==> src/rtl/mipi_csi_lane_rx.sv <==
// CSI-2 HS lane receiver: per-lane sync alignment, lane merge, header ECC check, payload streaming.
// Define MIPI_RX_ECC_CORRECT_EN to correct single-bit header errors instead of only detecting them.
module mipi_csi_lane_rx #(
    parameter int          LANES  = 2,
    parameter logic [15:0] MAX_WC = 16'hFFFF
) (
    input  logic                 byte_clk8,
    input  logic                 reset,
    input  logic [LANES-1:0]     lane_in,
    input  logic                 hs_active,
    output logic [8*LANES-1:0]   data_out,
    output logic [LANES-1:0]     data_be,
    output logic                 data_valid,
    output logic                 hdr_valid,
    output logic [7:0]           data_id,
    output logic [15:0]          word_count,
    output logic                 fs_pulse,
    output logic                 fe_pulse,
    output logic                 hdr_err,
    output logic                 pkt_err,
    output logic [15:0]          crc_rx
);

    typedef enum logic [2:0] {HUNT, HEADER, PAYLOAD, FOOTER, WAIT_EOT} state_t;

    state_t                  state_q, state_d;
    logic [LANES-1:0][7:0]   sr_q, sr_d;
    logic [2:0]              cnt_q, cnt_d;
    logic [2:0]              hcnt_q, hcnt_d;
    logic [31:0]             hdr_q, hdr_d;
    logic [15:0]             rem_q, rem_d;
    logic [1:0]              fcnt_q, fcnt_d;
    logic [15:0]             crc_q, crc_d;
    logic [8*LANES-1:0]      data_out_q, data_out_d;
    logic [LANES-1:0]        data_be_q, data_be_d;
    logic                    data_valid_q, data_valid_d;
    logic                    hdr_valid_q, hdr_valid_d;
    logic [7:0]              data_id_q, data_id_d;
    logic [15:0]             wc_q, wc_d;
    logic                    fs_q, fs_d;
    logic                    fe_q, fe_d;
    logic                    hdr_err_q, hdr_err_d;
    logic                    pkt_err_q, pkt_err_d;

    logic [LANES-1:0]        sync_hit;
    logic [31:0]             hdr_asm;
    logic [5:0]              syndrome;
    logic [23:0]             hdr_fix;
    logic                    hdr_ok;
    logic [2:0]              nfoot;

    // Parity column of each header bit in the team CSI-2 set (bit 0 = P0).
    function automatic logic [5:0] ecc_col(input logic [4:0] i);
        case (i)
            5'd0:  return 6'h07;  5'd1:  return 6'h0B;  5'd2:  return 6'h0D;
            5'd3:  return 6'h0E;  5'd4:  return 6'h13;  5'd5:  return 6'h15;
            5'd6:  return 6'h16;  5'd7:  return 6'h19;  5'd8:  return 6'h1A;
            5'd9:  return 6'h1C;  5'd10: return 6'h23;  5'd11: return 6'h25;
            5'd12: return 6'h26;  5'd13: return 6'h29;  5'd14: return 6'h2A;
            5'd15: return 6'h2C;  5'd16: return 6'h31;  5'd17: return 6'h32;
            5'd18: return 6'h34;  5'd19: return 6'h38;  5'd20: return 6'h1F;
            5'd21: return 6'h2F;  5'd22: return 6'h37;  5'd23: return 6'h3B;
            default: return 6'h00;
        endcase
    endfunction

    // P0..P2 are seeded high, so an all-zero header carries ECC 0x07.
    function automatic logic [5:0] ecc_calc(input logic [23:0] d);
        logic [5:0] p;
        p = 6'h07;
        for (int unsigned i = 0; i < 24; i++) begin
            if (d[i]) p = p ^ ecc_col(5'(i));
        end
        return p;
    endfunction

    always_comb begin
        hdr_asm = hdr_q;
        for (int unsigned l = 0; l < LANES; l++) begin
            if (32'(hcnt_q) + l < 32'd4) hdr_asm[8*(32'(hcnt_q) + l) +: 8] = sr_q[l];
        end
    end

    always_comb begin
        syndrome = ecc_calc(hdr_asm[23:0]) ^ hdr_asm[29:24];
        hdr_fix  = hdr_asm[23:0];
        hdr_ok   = (syndrome == 6'd0);
`ifdef MIPI_RX_ECC_CORRECT_EN
        for (int unsigned i = 0; i < 24; i++) begin
            if (syndrome == ecc_col(5'(i))) begin
                hdr_fix[i] = ~hdr_fix[i];
                hdr_ok     = 1'b1;
            end
        end
        if (syndrome != 6'd0 && (syndrome & (syndrome - 6'd1)) == 6'd0) hdr_ok = 1'b1;
`endif
        hdr_ok = hdr_ok && (hdr_asm[31:30] == 2'b00);
    end

    always_comb begin
        state_d      = state_q;
        cnt_d        = cnt_q + 3'd1;
        hcnt_d       = hcnt_q;
        hdr_d        = hdr_q;
        rem_d        = rem_q;
        fcnt_d       = fcnt_q;
        crc_d        = crc_q;
        data_out_d   = data_out_q;
        data_be_d    = data_be_q;
        data_id_d    = data_id_q;
        wc_d         = wc_q;
        data_valid_d = 1'b0;
        hdr_valid_d  = 1'b0;
        fs_d         = 1'b0;
        fe_d         = 1'b0;
        hdr_err_d    = 1'b0;
        pkt_err_d    = 1'b0;
        nfoot        = 3'd0;
        for (int unsigned l = 0; l < LANES; l++) begin
            sr_d[l]     = {lane_in[l], sr_q[l][7:1]};
            sync_hit[l] = (sr_q[l] == 8'hB8);
        end

        case (state_q)
            HUNT: begin
                if (hs_active) begin
                    if (&sync_hit) begin
                        cnt_d   = 3'd0;
                        hcnt_d  = 3'd0;
                        hdr_d   = '0;
                        state_d = HEADER;
                    end else if (|sync_hit) begin
                        pkt_err_d = 1'b1;
                        state_d   = WAIT_EOT;
                    end
                end
            end
            HEADER, PAYLOAD, FOOTER: begin
                if (!hs_active) begin
                    pkt_err_d = 1'b1;
                    state_d   = HUNT;
                end else if (cnt_q == 3'd7) begin
                    if (state_q == HEADER) begin
                        hdr_d  = hdr_asm;
                        hcnt_d = hcnt_q + 3'(LANES);
                        if (32'(hcnt_q) + LANES == 32'd4) begin
                            state_d = WAIT_EOT;
                            if (!hdr_ok || (hdr_fix[5:0] >= 6'h10 && hdr_fix[23:8] > MAX_WC)) begin
                                hdr_err_d = 1'b1;
                            end else begin
                                hdr_valid_d = 1'b1;
                                data_id_d   = hdr_fix[7:0];
                                wc_d        = hdr_fix[23:8];
                                fs_d        = (hdr_fix[5:0] == 6'h00);
                                fe_d        = (hdr_fix[5:0] == 6'h01);
                                if (hdr_fix[5:0] >= 6'h10 && hdr_fix[23:8] != 16'd0) begin
                                    rem_d   = hdr_fix[23:8];
                                    state_d = PAYLOAD;
                                end
                            end
                        end
                    end else if (state_q == PAYLOAD) begin
                        data_valid_d = 1'b1;
                        data_out_d   = sr_q;
                        for (int unsigned l = 0; l < LANES; l++) begin
                            data_be_d[l] = (l < 32'(rem_q));
                        end
                        if (32'(rem_q) > 32'(LANES)) begin
                            rem_d = rem_q - 16'(LANES);
                        end else begin
                            // Footer bytes may start in the lanes left over by the last payload word.
                            for (int unsigned l = 0; l < LANES; l++) begin
                                if (l >= 32'(rem_q) && l < 32'(rem_q) + 32'd2) begin
                                    crc_d[8*(l - 32'(rem_q)) +: 8] = sr_q[l];
                                    nfoot = nfoot + 3'd1;
                                end
                            end
                            fcnt_d  = nfoot[1:0];
                            state_d = (nfoot == 3'd2) ? WAIT_EOT : FOOTER;
                        end
                    end else begin
                        for (int unsigned l = 0; l < LANES; l++) begin
                            if (32'(fcnt_q) + l < 32'd2) crc_d[8*(32'(fcnt_q) + l) +: 8] = sr_q[l];
                        end
                        if (32'(fcnt_q) + LANES >= 32'd2) state_d = WAIT_EOT;
                        else fcnt_d = fcnt_q + 2'(LANES);
                    end
                end
            end
            WAIT_EOT: begin
                if (!hs_active) state_d = HUNT;
            end
            default: state_d = HUNT;
        endcase
    end

    always_ff @(posedge byte_clk8) begin
        if (reset) begin
            state_q      <= HUNT;
            sr_q         <= '0;
            cnt_q        <= '0;
            hcnt_q       <= '0;
            hdr_q        <= '0;
            rem_q        <= '0;
            fcnt_q       <= '0;
            crc_q        <= '0;
            data_out_q   <= '0;
            data_be_q    <= '0;
            data_valid_q <= 1'b0;
            hdr_valid_q  <= 1'b0;
            data_id_q    <= '0;
            wc_q         <= '0;
            fs_q         <= 1'b0;
            fe_q         <= 1'b0;
            hdr_err_q    <= 1'b0;
            pkt_err_q    <= 1'b0;
        end else begin
            state_q      <= state_d;
            sr_q         <= sr_d;
            cnt_q        <= cnt_d;
            hcnt_q       <= hcnt_d;
            hdr_q        <= hdr_d;
            rem_q        <= rem_d;
            fcnt_q       <= fcnt_d;
            crc_q        <= crc_d;
            data_out_q   <= data_out_d;
            data_be_q    <= data_be_d;
            data_valid_q <= data_valid_d;
            hdr_valid_q  <= hdr_valid_d;
            data_id_q    <= data_id_d;
            wc_q         <= wc_d;
            fs_q         <= fs_d;
            fe_q         <= fe_d;
            hdr_err_q    <= hdr_err_d;
            pkt_err_q    <= pkt_err_d;
        end
    end

    assign data_out   = data_out_q;
    assign data_be    = data_be_q;
    assign data_valid = data_valid_q;
    assign hdr_valid  = hdr_valid_q;
    assign data_id    = data_id_q;
    assign word_count = wc_q;
    assign fs_pulse   = fs_q;
    assign fe_pulse   = fe_q;
    assign hdr_err    = hdr_err_q;
    assign pkt_err    = pkt_err_q;
    assign crc_rx     = crc_q;

endmodule

==> config.mk <==
export PLATFORM = sky130hd
export DESIGN_NAME = mipi_csi_lane_rx
export DESIGN_NICKNAME = d
export VERILOG_FILES = /design/src/rtl/mipi_csi_lane_rx.sv
export SDC_FILE = /design/constraint.sdc
export NUM_CORES = 1
export LEC_CHECK = 0
export CAP_MARGIN = 20
export CORE_MARGIN = 3
export CORE_UTILIZATION = 55
export CTS_CLUSTER_DIAMETER = 100
export DETAILED_ROUTE_END_ITERATION = 10
export GPL_ROUTABILITY_DRIVEN = 1
export GPL_TIMING_DRIVEN = 0
export PLACE_DENSITY_LB_ADDON = 0.3
export SLEW_MARGIN = 5
export SYNTH_ARGS = -nofsm -noshare
export SYNTH_HDL_FRONTEND = slang
export SYNTH_SLANG_ARGS = --single-unit
==> constraint.sdc <==
create_clock -name byte_clk8 -period 6.15 [get_ports byte_clk8]
set_clock_uncertainty 0.15 [all_clocks]
set_input_delay 0.9225 -clock byte_clk8 [delete_from_list [all_inputs] [get_ports byte_clk8]]
set_output_delay 0.9225 -clock byte_clk8 [all_outputs]
set_load 0.05 [all_outputs]
==> flow_metrics.tcl, run 1 <==
set metrics [dict create \
    cts_buffer_depth 2 \
    finalHoldViolCount 0 \
    synth_cells 954 \
    cts.clk_slew.worst_paths_ps 60 \
    wl_per_cell_um 19.9 \
    coreArea_mm2 0.0142 \
    die_area_mm2 0.0164 \
    report.final.slew_viol_count 0 \
    antenna_found_initial 0 \
    portBuffers 68 \
    pre_cts_ws_ps 849 \
    fin_area_mm2 0.00963 \
    synth_ff_type "dfxtp_1" \
    die_w_um 128 \
    routabilityCongestion 0.960 \
    netlist_area_mm2 0.00818 \
    vdd_drop_max_mv 0.212 \
    drcViolationCount 0 \
    mostFrequentLayoutCells "dfxtp_1 (138), nand2_1 (83), nor2_1 (81), clkdlybuf4s50_1 (68), a21oi_1 (61)" \
    reg2reg_slack_ps 590 \
    status "complete, no violations" \
    clock_sinks 138 \
    power.density_mw_per_mm2 203 \
    crit_path_end_kind "flip-flop" \
    startpoint_type "flip-flop" \
    place_hpwl_um 17400 \
    period_share_pct 90.4 \
    setup_tns_ps 0 \
    drive_gt1_share_pct 9.87 \
    p_leak_nw 3.49 \
    syn_nets 983 \
    synth.top_cells.by_area "dfxtp_1 (34%), nand2_1 (3.8%), a21oi_1 (3.7%)" \
    vias 8144 \
    min_path_type "reg -> reg" \
    async_flop_share_pct 0 \
    synth_warnings 0 \
    startpoint "hcnt_q[1]" \
    tritoncts "yes" \
    cp.arrival_ps 5780 \
    worstHoldStart "cnt_q[0]" \
    whs_ps 294 \
    htreeDepth 4 \
    ant_nets 0 \
    clock_latency_ps 430 \
    yosysUniqueCellTypes 84 \
    synth_top_area_share_pct 33.8 \
    setup_viol 0 \
    dpl_cell_area_mm2 0.00908 \
    die_y_um 128 \
    final_nets 1070 \
    cts_buffers 17 \
    synth_edf_count 0 \
    syn-mean-instance-area_um2 8.57 \
    area_delta_synth_final_pct 17.7 \
    slew_headroom_pct 20.9 \
    grt_max_degree 17 \
    dr.pass1.iters 6 \
    post_cts_buffers 0 \
    io_pins 69 \
    antenna_cells 0 \
    final_common_cell "dfxtp_1" \
    worstReg2RegStart "hcnt_q[1]" \
    fin_ws_ps 592 \
    maxCapViolCount 0 \
    tightest_slew_ps 1180 \
    ys_ff_latch 138 \
    yosysSeqAreaShare_pct 33.8 \
    grt_pass1_vias 7438 \
    hold_buffers 0 \
    path_max_fanout 10 \
    max_freq_ghz 0.180 \
    viasPerCell 6.60 \
    root_buffer "clkbuf_16" \
    grt.overflow.total 0 \
    start_util_pct 57.6 \
    rsz0062_at_grt "false" \
    synth.largest_area_cell "dfxtp_1" \
    crit_type "reg -> reg" \
    rows 43 \
    cts_resized 0 \
    grt_pass1_wl_um 39100 \
    track_usage_pct 30.0 \
    drtIter0Drc 1076 \
    fin_crit_ps 5560 \
    fill_cells 1208 \
    drt_wl_total_um 24600 \
    worstPathRequired_ps 6370 \
]
through the flow:
step	total power [mW]	util, %	cells
floorplan	0.982	-	954
global placement	1.01	63.9	1202
detailed placement	1.01	63.9	1202
CTS	1.95	67.8	1234
global route	2.00	67.8	1234
finish	1.96	67.8	1234
worst paths after layout:
kind | end | cells after the start
min | cnt_q[0] | 1
min reg2reg | cnt_q[0] | 1
max reg2reg | state_q[1] | 15
max | state_q[1] | 15
cells by family (layout without fill, tap and decap cells):
family / after synthesis / count (layout) / synth area share [%]
compound gates: 300 / 300 / 26.7
buf+inv: 96 / 196 / 5.52
simple gates: 338 / 338 / 21.8
flops: 138 / 138 / 33.8
fa+ha+maj: 24 / 24 / 3.67
mux: 6 / 6 / 0.765
xor+xnor: 52 / 52 / 7.68
layout make-up:
cell class / count / area, µm² / share of cell area, %
clock buffer: 26 / 479 / 4.98
timing repair buffer: 68 / 681 / 7.07
tap: 180 / 225 / 2.34
clock inverter: 6 / 65.1 / 0.676
buffer: 78 / 384 / 3.99
sequential: 138 / 2760 / 28.7
multi-input combinational: 720 / 4960 / 51.5
inverter: 18 / 67.6 / 0.702
metal layers:
layer  up-vias  track usage, %  wire length (µm)
met2       486            46.6             11300
met3        71            6.63              2470
li1       3715               -                 -
met1      3872            40.6             10200
met4         0            12.2               690
met5         -               0                 0
worst max-delay path: stages, from the launching register on:
cell and delay (ps):
dfxtp_1 460, buf_4 210, clkbuf_1 350, inv_1 90
ha_1 320, nand4bb_1 260, nor2_1 520, a22oi_1 410
ha_1 410, xnor3_1 430, xnor2_1 170, or2_2 290
a211oi_1 440, o21ai_0 210, nor4_1 540, a2bb2o_1 240
sequential cells by signal (all words and copies together), names as in the netlist, 3 cells and up:
register	cells
state_q	3
sr_d	14
data_out	16
data_id	8
word_count	16
crc_rx	16
hdr_q	32
rem_q	16
cnt_q	3
cell usage after synthesis (4+ instances only):
cell / n
a221oi_1: 12
a21o_1: 7
a211oi_2: 16
buf_2: 12
and4bb_2: 7
a21oi_1: 61
nand2b_1: 7
a221o_1: 9
or3_1: 10
nor2b_1: 26
buf_6: 9
a211oi_1: 15
inv_1: 18
dfxtp_1: 138
o211ai_1: 7
a22oi_1: 14
nand4_1: 11
nand3_1: 22
clkbuf_1: 49
nor4_1: 9
a22o_1: 8
buf_1: 5
xnor3_1: 12
a31oi_1: 37
a22oi_2: 4
xnor2_1: 26
nand2_1: 83
mux2i_1: 4
nor3_1: 31
and3_1: 9
o2bb2ai_1: 8
o21ai_0: 52
xor2_1: 13
and2_1: 6
a21oi_2: 6
nor2_1: 81
o21a_1: 5
or2_2: 5
ha_1: 24
and4b_1: 8
report_power, final:
group | internal [mW] | switching, mW
registers | 0.898 | 0.00452
logic | 0.0318 | 0.0571
clock network | 0.577 | 0.390
total | 1.51 | 0.451
Power figures use the tool's default switching activity.
==> run 2: changes to the inputs <==
--- a/config.mk
+++ b/config.mk
@@ -13,6 +13,7 @@
 export GPL_ROUTABILITY_DRIVEN = 1
 export GPL_TIMING_DRIVEN = 0
 export PLACE_DENSITY_LB_ADDON = 0.3
+export RECOVER_POWER = 50
 export SLEW_MARGIN = 5
 export SYNTH_ARGS = -nofsm -noshare
 export SYNTH_HDL_FRONTEND = slang
==> run 2 against run 1 <==
Via count is essentially flat. Cell count is the same. Die area is the same. Final area is the same. Count of clock-buffer cells in the layout is the same. Sequential share of layout area is the same. Power shrank 0.13%. Combinational power is essentially flat. Sequential power is essentially flat. Worst hold slack is essentially flat. Clock power is essentially flat. Setup slack is essentially flat.
==> flow_metrics.tcl, run 2 (synthesis gave the netlist of run 1 again) <==
set metrics [dict create \
    post_cts_buffers 0 \
    coreArea_mm2 0.0142 \
    vdd_drop_max_mv 0.212 \
    reg2reg_depth 15 \
    htreeDepth 4 \
    io_pins 69 \
    cp_slowest_cell "nor4_1" \
    critical_path.cell_chain "buf_4, clkbuf_1, inv_1, ha_1, nand4bb_1, nor2_1, a22oi_1, ha_1, xnor3_1, xnor2_1, or2_2, a211oi_1, o21ai_0, nor4_1, a2bb2o_1" \
    crit_path_end_kind "flip-flop" \
    utilization_pct 67.8 \
    cts_resized 0 \
    grt_pass1_vias 7438 \
    clock_sinks 138 \
    top_register "hdr_q" \
    worstHoldStart "cnt_q[0]" \
    grt.overflow.total 0 \
    path_max_fanout 10 \
    cts.clk_slew.worst_paths_ps 60 \
    holdPathEnd "cnt_q[0]" \
    multi_input_area_mm2 0.00496 \
    final_common_cell "dfxtp_1" \
    grt_pass1_wl_um 39100 \
    tightest_slew_ps 1170 \
    whs_path_depth 1 \
    ant_nets 0 \
    final_nets 1070 \
    rsz0062_at_grt "false" \
    tritoncts "yes" \
    crit_type "reg -> reg" \
    wl_per_cell_um 20.0 \
    place_hpwl_um 17400 \
    mostFrequentLayoutCells "dfxtp_1 (138), nand2_1 (83), nor2_1 (81), dlygate4sd3_1 (65), a21oi_1 (61)" \
    drive_gt1_share_pct 9.87 \
    fill_cells 1208 \
    portBuffers 68 \
    finalHoldViolCount 0 \
    fin_crit_ps 5560 \
    track_usage_pct 30.0 \
    worstReg2RegStart "hcnt_q[1]" \
    grt_max_degree 17 \
    drtIter0Drc 1137 \
    status "complete, no violations" \
    area_delta_synth_final_pct 17.7 \
    antenna_cells 0 \
    slowest_delay_ps 540 \
    max_freq_ghz 0.180 \
    power.density_mw_per_mm2 203 \
    cp.arrival_ps 5780 \
    vias 8141 \
    report.final.slew_viol_count 0 \
    reg2reg_slack_ps 590 \
    path_common_cell "ha_1" \
    die_w_um 128 \
    setup_viol 0 \
    hold_buffers 0 \
    regArea_mm2 0.00276 \
    maxCapViolCount 0 \
    period_share_pct 90.4 \
    min_path_type "reg -> reg" \
    cts_buffer_depth 2 \
    start_util_pct 57.6 \
    worstPathRequired_ps 6370 \
    largest_reg_flops 32 \
    slew_headroom_pct 21.5 \
    die_area_mm2 0.0164 \
    cts_buffers 17 \
    clock_latency_ps 430 \
    startpoint_type "flip-flop" \
    antenna_found_initial 0 \
    dr.pass1.iters 7 \
    die_y_um 128 \
    rows 43 \
    drcViolationCount 0 \
    reg2reg_to "state_q[1]" \
    viasPerCell 6.60 \
    setup_tns_ps 0 \
    root_buffer "clkbuf_16" \
    power.total_mw 1.96 \
    routabilityCongestion 0.960 \
    p_leak_nw 3.72 \
    drt_wl_total_um 24600 \
]
run 2: cell count changes in the layout (fill, tap and decap cells not counted), sizes merged:
| cell | change |
|---|---|
| clkdlybuf4s50 | -65 |
| dlygate4sd3 | +65 |
| buf | -3 |
| clkbuf | +3 |
run 2: area by class of cell:
class                      instances  area share, %
multi-input combinational        720           51.5
sequential                       138           28.7
timing repair buffer              68           7.07
clock buffer                      26           4.98
buffer                            78           3.99
tap                              180           2.34
inverter                          18          0.702
clock inverter                     6          0.676
run 2: how the worst max path moves through the flow:
stage               startpoint             end  slack, ps  depth (start not counted)
floorplan            hcnt_q[1]      data_id[1]       1700                         18
global route         hcnt_q[1]      state_q[1]        450                         15
detailed placement   hcnt_q[1]      data_id[1]        850                         18
global placement     hcnt_q[1]      state_q[1]        910                         15
finish               hcnt_q[1]      state_q[1]        590                         15
CTS                  hcnt_q[1]  word_count[13]        760                         18
run 2: per-layer routing:
metal / global-route usage [%] / part of all wire (%) / up-vias
li1: - / - / 3718
met1: 40.6 / 42 / 3875
met2: 46.6 / 46 / 477
met3: 6.63 / 9.7 / 71
met4: 12.2 / 2.9 / 0
met5: 0 / 0 / -
run 2: critical path: cells and delay by family (launching register included):
family / cells / cell delay, ps
AOI/OAI and AO/OA: 4 / 1290
and+or+nand+nor: 4 / 1600
buffers and inverters: 3 / 660
xor gates and xnor gates: 2 / 600
adders and majority gates: 2 / 720
DFF: 1 / 460
run 2: power breakdown:
part / switching, mW / internal, mW
Sequential: 0.00453 / 0.898
Combinational: 0.0575 / 0.0316
Clock: 0.387 / 0.577
run 2: per-stage QoR:
| stage | cells | hold slack [ps] | worst slack [ps] | cell area [µm²] |
|---|---|---|---|---|
| 6_report | 1234 | 294 | 592 | 9630 |
| 5_1_grt | 1234 | 317 | 454 | 9630 |
| 4_1_cts | 1234 | 291 | 760 | 9630 |
| 3_5_place_dp | 1202 | 279 | 849 | 9080 |
| 3_3_place_gp | 1202 | 260 | 914 | 9080 |
| 2_1_floorplan | 954 | 248 | 1700 | 8180 |
==> run 3: changes to the inputs <==
--- a/config.mk
+++ b/config.mk
@@ -5,6 +5,7 @@
 export SDC_FILE = /design/constraint.sdc
 export NUM_CORES = 1
 export LEC_CHECK = 0
+export ABC_AREA = 1
 export CAP_MARGIN = 20
 export CORE_MARGIN = 3
 export CORE_UTILIZATION = 55
@@ -14,7 +15,7 @@
 export GPL_TIMING_DRIVEN = 0
 export PLACE_DENSITY_LB_ADDON = 0.3
 export RECOVER_POWER = 50
-export SLEW_MARGIN = 5
+export SLEW_MARGIN = 15
 export SYNTH_ARGS = -nofsm -noshare
 export SYNTH_HDL_FRONTEND = slang
 export SYNTH_SLANG_ARGS = --single-unit
==> run 3 against run 2 <==
Register-to-register slack better by 1200 ps. Final area grew 9.4%. Sequential share of layout area is 2.5 points lower. Largest cell class unchanged. Largest power group unchanged. First-iteration DRC count decreased by 3.1%. Setup slack improved by 1200 ps. Count of clock-buffer cells in the layout shrank 9. Utilization fell by 1.7 points. Sequential power rose by 4.5%. Wire length is 22% higher.
==> flow_metrics.tcl, run 3 <==
set metrics [dict create \
    status "complete, no violations" \
    place_hpwl_um 22700 \
    synth_warnings 0 \
    htreeDepth 4 \
    yosysUniqueCellTypes 46 \
    viasPerCell 5.72 \
    syn-mean-instance-area_um2 6.17 \
    rows 46 \
    drcViolationCount 0 \
    drt_wl_total_um 30100 \
    maxCapViolCount 0 \
    path_max_fanout 10 \
    max_freq_ghz 0.229 \
    min_path_type "reg -> reg" \
    synth.most_common_cell "nand2_1" \
    fill_cells 1523 \
    track_usage_pct 33.7 \
    startpoint_type "flip-flop" \
    power.density_mw_per_mm2 257 \
    top_register "hdr_q" \
    report.final.slew_viol_count 0 \
    vdd_drop_max_mv 0.247 \
    coreArea_mm2 0.0159 \
    crit_path_end_kind "flip-flop" \
    crit_type "reg -> reg" \
    cp.arrival_ps 4530 \
    utilization_pct 66.1 \
    die_y_um 134 \
    root_buffer "clkbuf_16" \
    final_nets 1571 \
    tightest_slew_ps 1020 \
    dr.pass1.iters 6 \
    grt.overflow.total 0 \
    clock_sinks 138 \
    mostFrequentLayoutCells "nand2_1 (398), inv_1 (193), dfxtp_1 (138), nand3_1 (133), nor2_1 (129)" \
    largest_reg_flops 32 \
    synth_edf_count 0 \
    setup_viol 0 \
    post_cts_buffers 0 \
    cts.clk_slew.worst_paths_ps 60 \
    drtIter0Drc 1102 \
    syn_nets 1485 \
    pre_cts_ws_ps 1950 \
    cts_buffers 17 \
    portBuffers 67 \
    antenna_found_initial 0 \
    area_delta_synth_final_pct 17.3 \
    period_share_pct 70.9 \
    yosysSeqAreaShare_pct 30.8 \
    async_flop_share_pct 0 \
    die_area_mm2 0.0179 \
    wl_per_cell_um 17.0 \
    synth.top_cells.by_area "dfxtp_1 (31%), nand2_1 (17%), inv_1 (8.1%)" \
    fin_area_mm2 0.0105 \
    synth_top_area_share_pct 30.8 \
    final_common_cell "nand2_1" \
    cts_resized 0 \
    fin_crit_ps 4360 \
    p_leak_nw 5.09 \
    netlist_area_mm2 0.00898 \
    grt_max_degree 17 \
    start_util_pct 56.3 \
    slew_headroom_pct 31.0 \
    hold_buffers 0 \
    tritoncts "yes" \
    synthTopCellsByCount "nand2_1 (398), inv_1 (193), dfxtp_1 (138)" \
    antenna_cells 0 \
    grt_pass1_wl_um 48100 \
    synth.largest_area_cell "dfxtp_1" \
    ant_nets 0 \
    dpl_cell_area_mm2 0.00992 \
    cts_buffer_depth 2 \
    grt_pass1_vias 9377 \
    worstPathRequired_ps 6320 \
    fin_ws_ps 1790 \
    synth_ff_type "dfxtp_1" \
    setup_tns_ps 0 \
    io_pins 69 \
    finalHoldViolCount 0 \
    vias 10100 \
    drive_gt1_share_pct 5.59 \
    clock_latency_ps 440 \
    ys_ff_latch 138 \
    synth_cells 1456 \
    rsz0062_at_grt "false" \
    die_w_um 134 \
    routabilityCongestion 1.00 \
]
-- run 3: area by class of cell --
type	count	area (µm²)	area share, %
sequential	138	2760	26.2
timing repair buffer	67	671	6.37
clock inverter	15	189	1.79
buffer	48	225	2.14
tap	216	270	2.57
inverter	214	803	7.62
multi-input combinational	1056	5190	49.3
clock buffer	17	425	4.04
-- run 3: cell families after synthesis --
| logic type | Yosys count | synth area share, % |
|---|---|---|
| AO/OA/AOI/OAI | 254 | 15.5 |
| XOR/XNOR | 33 | 3.22 |
| adder cells (fa/ha/maj) | 24 | 3.34 |
| buffers and inverters | 262 | 11.5 |
| flip-flops | 138 | 30.8 |
| AND/OR/NAND/NOR | 745 | 35.8 |
-- run 3: power by group --
group	internal (mW)	total, mW	switching [mW]
logic	0.189	0.682	0.493
registers	0.923	0.943	0.0199
clock network	0.645	1.08	0.436
total	1.76	2.71	0.949
-- run 3: worst max-delay path, cell delays in order (launching register included) --
cell and delay [ps]:
dfxtp_1 520, inv_2 120, ha_1 260, nand2_2 160, buf_2 270, nand2_1 120
nand2_1 260, inv_1 110, ha_1 340, inv_1 70, nand3_1 110, nand3_1 130
nand3_1 150, nand3_1 80, nand2_1 110, nand3_1 80, nand2_1 60, nand2_1 60
nor2_2 250, and2_4 220, nand2_2 70, clkbuf_1 230, o21ai_0 250, a21oi_1 60
-- run 3: worst paths after layout --
path,startpoint,endpoint,slack [ps],cells after the start
worst max-delay path,hcnt_q[1],data_id[1],1790,23
worst min-delay path,cnt_q[0],cnt_q[0],270,1
worst max register to register,hcnt_q[1],data_id[1],1790,23
worst min register to register,cnt_q[0],cnt_q[0],270,1
-- run 3: per-stage QoR --
step           power [mW]  instances  hold WS [ps]
2_1_floorplan        1.45       1456           249
3_3_place_gp         1.61       1739           264
3_5_place_dp         1.62       1739           263
4_1_cts              2.69       1771           273
5_1_grt              2.82       1771           275
6_report             2.71       1771           271
-- run 3: routing by layer --
layer  wire length (µm)  track usage, %  vias to the layer above
li1                   -               -                     4889
met1              12200            44.0                     4563
met2              13100            52.3                      542
met3               2900            6.38                      132
met4               1890            19.4                        0
met5                  0               0                        -
